## config.mk

```make
export PLATFORM = sky130hd
export DESIGN_NAME = wb_scr1_arbiter
export DESIGN_NICKNAME = d
export VERILOG_FILES = /design/src/rtl/wb_scr1_arbiter.sv
export SDC_FILE = /design/constraint.sdc
export NUM_CORES = 1
export LEC_CHECK = 0
export CORE_MARGIN = 2
export CORE_UTILIZATION = 46
export CTS_CLUSTER_SIZE = 14
export DETAILED_ROUTE_END_ITERATION = 16
export PLACE_DENSITY = 0.91
export REMOVE_ABC_BUFFERS = 1
export SETUP_SLACK_MARGIN = 0.2
export SYNTH_ARGS = -nofsm -noshare
export SYNTH_HDL_FRONTEND = slang
export SYNTH_SLANG_ARGS = --single-unit
```

## constraint.sdc

```tcl
create_clock -name wb_clk_i -period 8.5 [get_ports wb_clk_i]
set_input_delay 0.85 -clock wb_clk_i [delete_from_list [all_inputs] [get_ports wb_clk_i]]
set_output_delay 0.85 -clock wb_clk_i [all_outputs]
set_load 0.01 [all_outputs]
```

## src/rtl/wb_scr1_arbiter.sv

```systemverilog
// rtl/wb_scr1_arbiter.sv - two-master Wishbone classic arbiter with slave timeout
// Define WB_SCR1_ARB_RR_EN for round-robin on simultaneous requests (default: m1 wins).
module wb_scr1_arbiter #(
  parameter int TIMEOUT = 255
) (
  input  logic        wb_clk_i,
  input  logic        wb_rst_i,

  input  logic        m0_cyc_i,
  input  logic        m0_stb_i,
  input  logic        m0_we_i,
  input  logic [31:0] m0_adr_i,
  input  logic [31:0] m0_dat_i,
  input  logic [3:0]  m0_sel_i,
  output logic [31:0] m0_dat_o,
  output logic        m0_ack_o,
  output logic        m0_err_o,

  input  logic        m1_cyc_i,
  input  logic        m1_stb_i,
  input  logic        m1_we_i,
  input  logic [31:0] m1_adr_i,
  input  logic [31:0] m1_dat_i,
  input  logic [3:0]  m1_sel_i,
  output logic [31:0] m1_dat_o,
  output logic        m1_ack_o,
  output logic        m1_err_o,

  output logic        wbs_cyc_o,
  output logic        wbs_stb_o,
  output logic        wbs_we_o,
  output logic [31:0] wbs_adr_o,
  output logic [31:0] wbs_dat_o,
  output logic [3:0]  wbs_sel_o,
  input  logic [31:0] wbs_dat_i,
  input  logic        wbs_ack_i
);

  typedef enum logic [1:0] {IDLE, BUSY, RESP} state_t;

  localparam logic [15:0] CNT_LAST = 16'(TIMEOUT - 1);

  state_t      state;
  logic        grant;
  logic        last_grant;
  logic [15:0] wait_cnt;
  logic        req0;
  logic        req1;
  logic        pick;
  logic        grant_cyc;

  assign req0 = m0_cyc_i & m0_stb_i;
  assign req1 = m1_cyc_i & m1_stb_i;

`ifdef WB_SCR1_ARB_RR_EN
  assign pick = (req0 & req1) ? ~last_grant : req1;
`else
  logic unused_last_grant;
  assign unused_last_grant = last_grant;
  assign pick = req1;
`endif

  // Dropping cyc mid-transfer is how a master abandons its granted cycle.
  assign grant_cyc = grant ? m1_cyc_i : m0_cyc_i;

  always_ff @(posedge wb_clk_i or posedge wb_rst_i) begin
    if (wb_rst_i) begin
      state      <= IDLE;
      grant      <= 1'b0;
      last_grant <= 1'b0;
      wait_cnt   <= 16'd0;
      wbs_cyc_o  <= 1'b0;
      wbs_stb_o  <= 1'b0;
      wbs_we_o   <= 1'b0;
      wbs_adr_o  <= 32'd0;
      wbs_dat_o  <= 32'd0;
      wbs_sel_o  <= 4'd0;
      m0_dat_o   <= 32'd0;
      m0_ack_o   <= 1'b0;
      m0_err_o   <= 1'b0;
      m1_dat_o   <= 32'd0;
      m1_ack_o   <= 1'b0;
      m1_err_o   <= 1'b0;
    end else begin
      m0_ack_o <= 1'b0;
      m0_err_o <= 1'b0;
      m1_ack_o <= 1'b0;
      m1_err_o <= 1'b0;
      case (state)
        IDLE: begin
          if (req0 | req1) begin
            grant      <= pick;
            last_grant <= pick;
            wbs_adr_o  <= pick ? m1_adr_i : m0_adr_i;
            wbs_dat_o  <= pick ? m1_dat_i : m0_dat_i;
            wbs_we_o   <= pick ? m1_we_i  : m0_we_i;
            wbs_sel_o  <= pick ? m1_sel_i : m0_sel_i;
            wbs_cyc_o  <= 1'b1;
            wbs_stb_o  <= 1'b1;
            wait_cnt   <= 16'd0;
            state      <= BUSY;
          end
        end
        BUSY: begin
          if (!grant_cyc) begin
            wbs_cyc_o <= 1'b0;
            wbs_stb_o <= 1'b0;
            wbs_we_o  <= 1'b0;
            state     <= IDLE;
          end else if (wbs_ack_i) begin
            if (grant) begin
              m1_dat_o <= wbs_dat_i;
              m1_ack_o <= 1'b1;
            end else begin
              m0_dat_o <= wbs_dat_i;
              m0_ack_o <= 1'b1;
            end
            wbs_cyc_o <= 1'b0;
            wbs_stb_o <= 1'b0;
            wbs_we_o  <= 1'b0;
            state     <= RESP;
          end else if (wait_cnt == CNT_LAST) begin
            if (grant) begin
              m1_dat_o <= 32'd0;
              m1_err_o <= 1'b1;
            end else begin
              m0_dat_o <= 32'd0;
              m0_err_o <= 1'b1;
            end
            wbs_cyc_o <= 1'b0;
            wbs_stb_o <= 1'b0;
            wbs_we_o  <= 1'b0;
            state     <= RESP;
          end else begin
            wait_cnt <= wait_cnt + 16'd1;
          end
        end
        RESP: begin
          state <= IDLE;
        end
        default: begin
          state <= IDLE;
        end
      endcase
    end
  end

endmodule

```

==> results.md <==
- The run finished with clean final reports.
- The average wire length per cell after detail routing is 18.7 µm.
- The clock insertion delay at the later pin of the skew report is 0.42 ns.
- The most used flip-flop cell after synthesis is sky130_fd_sc_hd__dfrtp_1.
- The cell count after synthesis is 611.
- The wire length of the first global-routing pass is 32.2 mm.
- Of the total synthesized cell area, the portion taken by full adders, half adders and majority gates is 0.00341.
- The max-slew violation count is 0.
- The worst hold path belongs to the class reg2reg.
- The synthesis-stage register bit count is 157.
- The number of core rows is 46.
- Counting distinct cell types in the post-synthesis netlist gives 51.
- Registers take 0.00393 mm².
- Measured against the total synthesized area, the mux share comes to 0.225.
- The number of hold violations in the final report came to 0.
- The global routing's busiest layer is met2.
- The post-synthesis cell area is 0.00734 mm².
- The worst pin sits at a relative slew slack of 0.259.
- The worst reg2reg path startpoint is wait_cnt[0].
- The initial antenna violation count is 0.
- The routability-driven placement congestion ratio is 0.864.
- The actual transition at the worst max-transition pin is 1.11 ns.
- Setup repair after global routing left no endpoint under its margin.
- The number of diodes added for antenna fixing is 0.
- The critical path ends at wbs_dat_o[17].
- The utilization after layout is 0.717.
- Relative to the synthesized area, the layout overhead comes to 53.4%.
- The shortest period the worst path allows is 2.71 ns.
- Once the clock tree was built, the resizer swapped 0 gates to a different size.
- Averaged over all synthesized cells, the footprint is 12.0 µm².
- During I/O placement, the number of pins put on the boundary was 316.
- The share of post-route cells with drive strength above 1 is 0.123.
- The clock root buffer is sky130_fd_sc_hd__clkbuf_16.
- For this run, global-route usage on met2 was measured as 0.431.
- For this run, global-route usage on met3 was measured as 0.0611.
- The worst reg2reg path depth is 7.
- The timing-limited maximum frequency is 369 MHz.
- The maximum net fanout on the critical path is 132.
- Adding up every negative setup slack in the final design gives 0 ns.
- The combinational family with the most area after synthesis is multiplexers.
- The critical path is of the in2reg type.
- CTS saw 157 sinks.
- Dividing the detail-routed via count by the number of cells gives 5.16.
- Across the run, the number of max-cap violations was 0.
- The design draws 3.29 mW.
- The number of I/O port buffers is 315.
- For this run, the post-layout net count is 1091.
- The final instance area is 0.0113 mm².
- The first detailed-routing pass took 4 iterations.
- The via count of the first global-routing pass is 5896.
- The final setup skew is 0.00841 ns.
- STA puts the critical path data arrival time at 2.95 ns.
- The number of enable-type register cells in the synthesized netlist is 0.
- The compound-cell area share of the yosys netlist is 0.0897.
- The power per standard cell area is 292 mW/mm².
- From left edge to right edge, the die measures 130 µm.
- The chip height is 130 µm.
- The residual DRC count is 0.
- The placed instance area is 0.0106 mm².
- The number of setup violations in the final report is 0.
- The placeable core area is 0.0157 mm².
- The routing usage on met1 is 0.310.
- The startpoint type of the worst setup path is an input pin.
- The library cells used most frequently in the layout, excluding fill and tap cells, are sky130_fd_sc_hd__clkdlybuf4s50_1, sky130_fd_sc_hd__dfrtp_1, sky130_fd_sc_hd__nand2_1.
- The clock input transition at the sequential cells of the worst setup and hold paths is 0.07 ns.
- The die outline area is 0.0170 mm².
- The xor and xnor area share after synthesis is 0.
- Global routing finished with a remaining overflow of 0.
- The endpoint identified for the worst register-to-register timing path is m0_dat_o[17].
- The number of buffers created by CTS is 17.
- The level count of the clock H-tree is 4.
- The multi-input combinational cells in the finished layout cover a total of 0.00318 mm².
- Detailed placement finished with a half-perimeter wire length of 15.3 mm.
- The sequential cell area fraction in the yosys report is 0.535.
- The worst setup path is captured at a register.
- The maximum VDD drop is 0.141 mV.
- The leakage power summed over all cells is 5.12 nW.
- The proportion of synthesized flip-flops having asynchronous set or reset is 1.00.
- The critical path starts at m1_cyc_i.
- The post-detailed-routing wire length is 21.3 mm.
- The most common cell after layout, fill and taps aside is sky130_fd_sc_hd__clkdlybuf4s50_1.
- The maximum number of pins on one net before global-route repair is 133.
- For the worst setup path, the data required time is 8.74 ns.
- The final route contains 5891 vias.
- The CTS tree is built.
- The count of nets left with antenna violations once routing finished came out at 0.
- The share of synthesized cell area in and, or, nand and nor gates is 0.113.
- The iteration-0 DRC count of the detailed router is 418.
- The number of buffers between clock root and the deepest sink is 2.
- The total of fill cells in the finished design is 1075.
- The share of the clock period used by the worst path after layout is 0.319.
- The number of setup buffers added after CTS is 0.
- The worst reg-to-reg setup slack is 5.79 ns.
- Yosys printed 0 warnings.
- The total routing resource utilization after global routing is 0.250.
- The cts-stage hold buffer count is 0.
- The effective utilization at floorplan is 0.467.
## area by class of cell
cell class | instances | area share
Tap cell | 216 | 0.0240
Sequential cell | 157 | 0.349
Inverter | 8 | 0.00311
Timing Repair Buffer | 321 | 0.284
Multi-Input combinational cell | 407 | 0.282
Clock inverter | 15 | 0.0200
Clock buffer | 17 | 0.0378
## critical path: stages
cell and delay [ns]:
sky130_fd_sc_hd__clkdlybuf4s50_1 0.46, sky130_fd_sc_hd__nand2_4 0.25, sky130_fd_sc_hd__a211o_4 0.23, sky130_fd_sc_hd__buf_4 0.80
sky130_fd_sc_hd__o21ai_0 0.25
## worst min-delay path by stage
stage | from | end | slack [ns] | cells after the start
3_5_place_dp | wbs_dat_o[2] | wbs_dat_o[2] | 0.47 | 2
5_1_grt | wbs_adr_o[5] | wbs_adr_o[5] | 0.50 | 2
3_3_place_gp | wbs_dat_o[27] | wbs_dat_o[27] | 0.46 | 2
6_report | wbs_dat_o[30] | wbs_dat_o[30] | 0.48 | 2
4_1_cts | wbs_adr_o[9] | wbs_adr_o[9] | 0.48 | 2
2_1_floorplan | grant | grant | 0.46 | 2
## routing by layer
layer	share of wire	wire, µm
met1	0.40	8460
met4	0.024	510
met5	0	0
met2	0.52	11000
met3	0.063	1350
## flip-flops by register name, summed over array words and instances (netlist names), 2 cells and up
name and count:
wait_cnt 16, wbs_sel_o 4, wbs_dat_o 32, state 2, m0_dat_o 32, wbs_adr_o 32, m1_dat_o 32
## report_power, final
group          switching, mW  internal (mW)  leakage, nW
sequential             0.173           1.02         2.02
clock                  0.330          0.505        0.322
combinational          0.494          0.769         2.78
## stage by stage
| stage | cells | hold WS (ns) | worst slack, ns |
|---|---|---|---|
| after floorplan | 572 | 0.464 | 2.49 |
| after global placement | 1109 | 0.460 | 5.46 |
| after detailed placement | 1109 | 0.469 | 5.36 |
| after CTS | 1141 | 0.484 | 5.81 |
| after global routing | 1141 | 0.503 | 5.60 |
| final | 1141 | 0.478 | 5.79 |
## synthesized netlist by cell type, types with 2 or more instances
cell | n | share of area
sky130_fd_sc_hd__nor3_1 | 6 | 0.0041
sky130_fd_sc_hd__and2_1 | 33 | 0.028
sky130_fd_sc_hd__dfrtp_1 | 157 | 0.54
sky130_fd_sc_hd__o21ai_1 | 2 | 0.0014
sky130_fd_sc_hd__a31oi_1 | 11 | 0.0094
sky130_fd_sc_hd__buf_6 | 9 | 0.014
sky130_fd_sc_hd__clkbuf_1 | 21 | 0.011
sky130_fd_sc_hd__nor2_1 | 8 | 0.0041
sky130_fd_sc_hd__a221o_1 | 4 | 0.0055
sky130_fd_sc_hd__mux2_2 | 4 | 0.0061
sky130_fd_sc_hd__and4_1 | 2 | 0.0024
sky130_fd_sc_hd__nand4_1 | 7 | 0.0060
sky130_fd_sc_hd__mux2_4 | 60 | 0.12
sky130_fd_sc_hd__o211ai_1 | 2 | 0.0020
sky130_fd_sc_hd__inv_1 | 7 | 0.0036
sky130_fd_sc_hd__nand2_1 | 84 | 0.043
sky130_fd_sc_hd__o21a_1 | 2 | 0.0020
sky130_fd_sc_hd__o2111ai_1 | 2 | 0.0024
sky130_fd_sc_hd__nor2b_1 | 2 | 0.0017
sky130_fd_sc_hd__ha_1 | 2 | 0.0034
sky130_fd_sc_hd__nor2_4 | 2 | 0.0031
sky130_fd_sc_hd__nor4_1 | 4 | 0.0034
sky130_fd_sc_hd__mux2i_1 | 69 | 0.094
sky130_fd_sc_hd__nand3_1 | 7 | 0.0048
sky130_fd_sc_hd__nand2b_1 | 2 | 0.0017
sky130_fd_sc_hd__a21oi_1 | 2 | 0.0014
sky130_fd_sc_hd__o21ai_0 | 70 | 0.048
sky130_fd_sc_hd__buf_1 | 7 | 0.0036
## cells by family after synthesis
logic type / Yosys count
adder cells (fa/ha/maj): 2
buffers and inverters: 47
flip-flops: 157
AO/OA/AOI/OAI: 107
multiplexers: 134
AND/OR/NAND/NOR: 164
(Power assumes the default switching activity.)
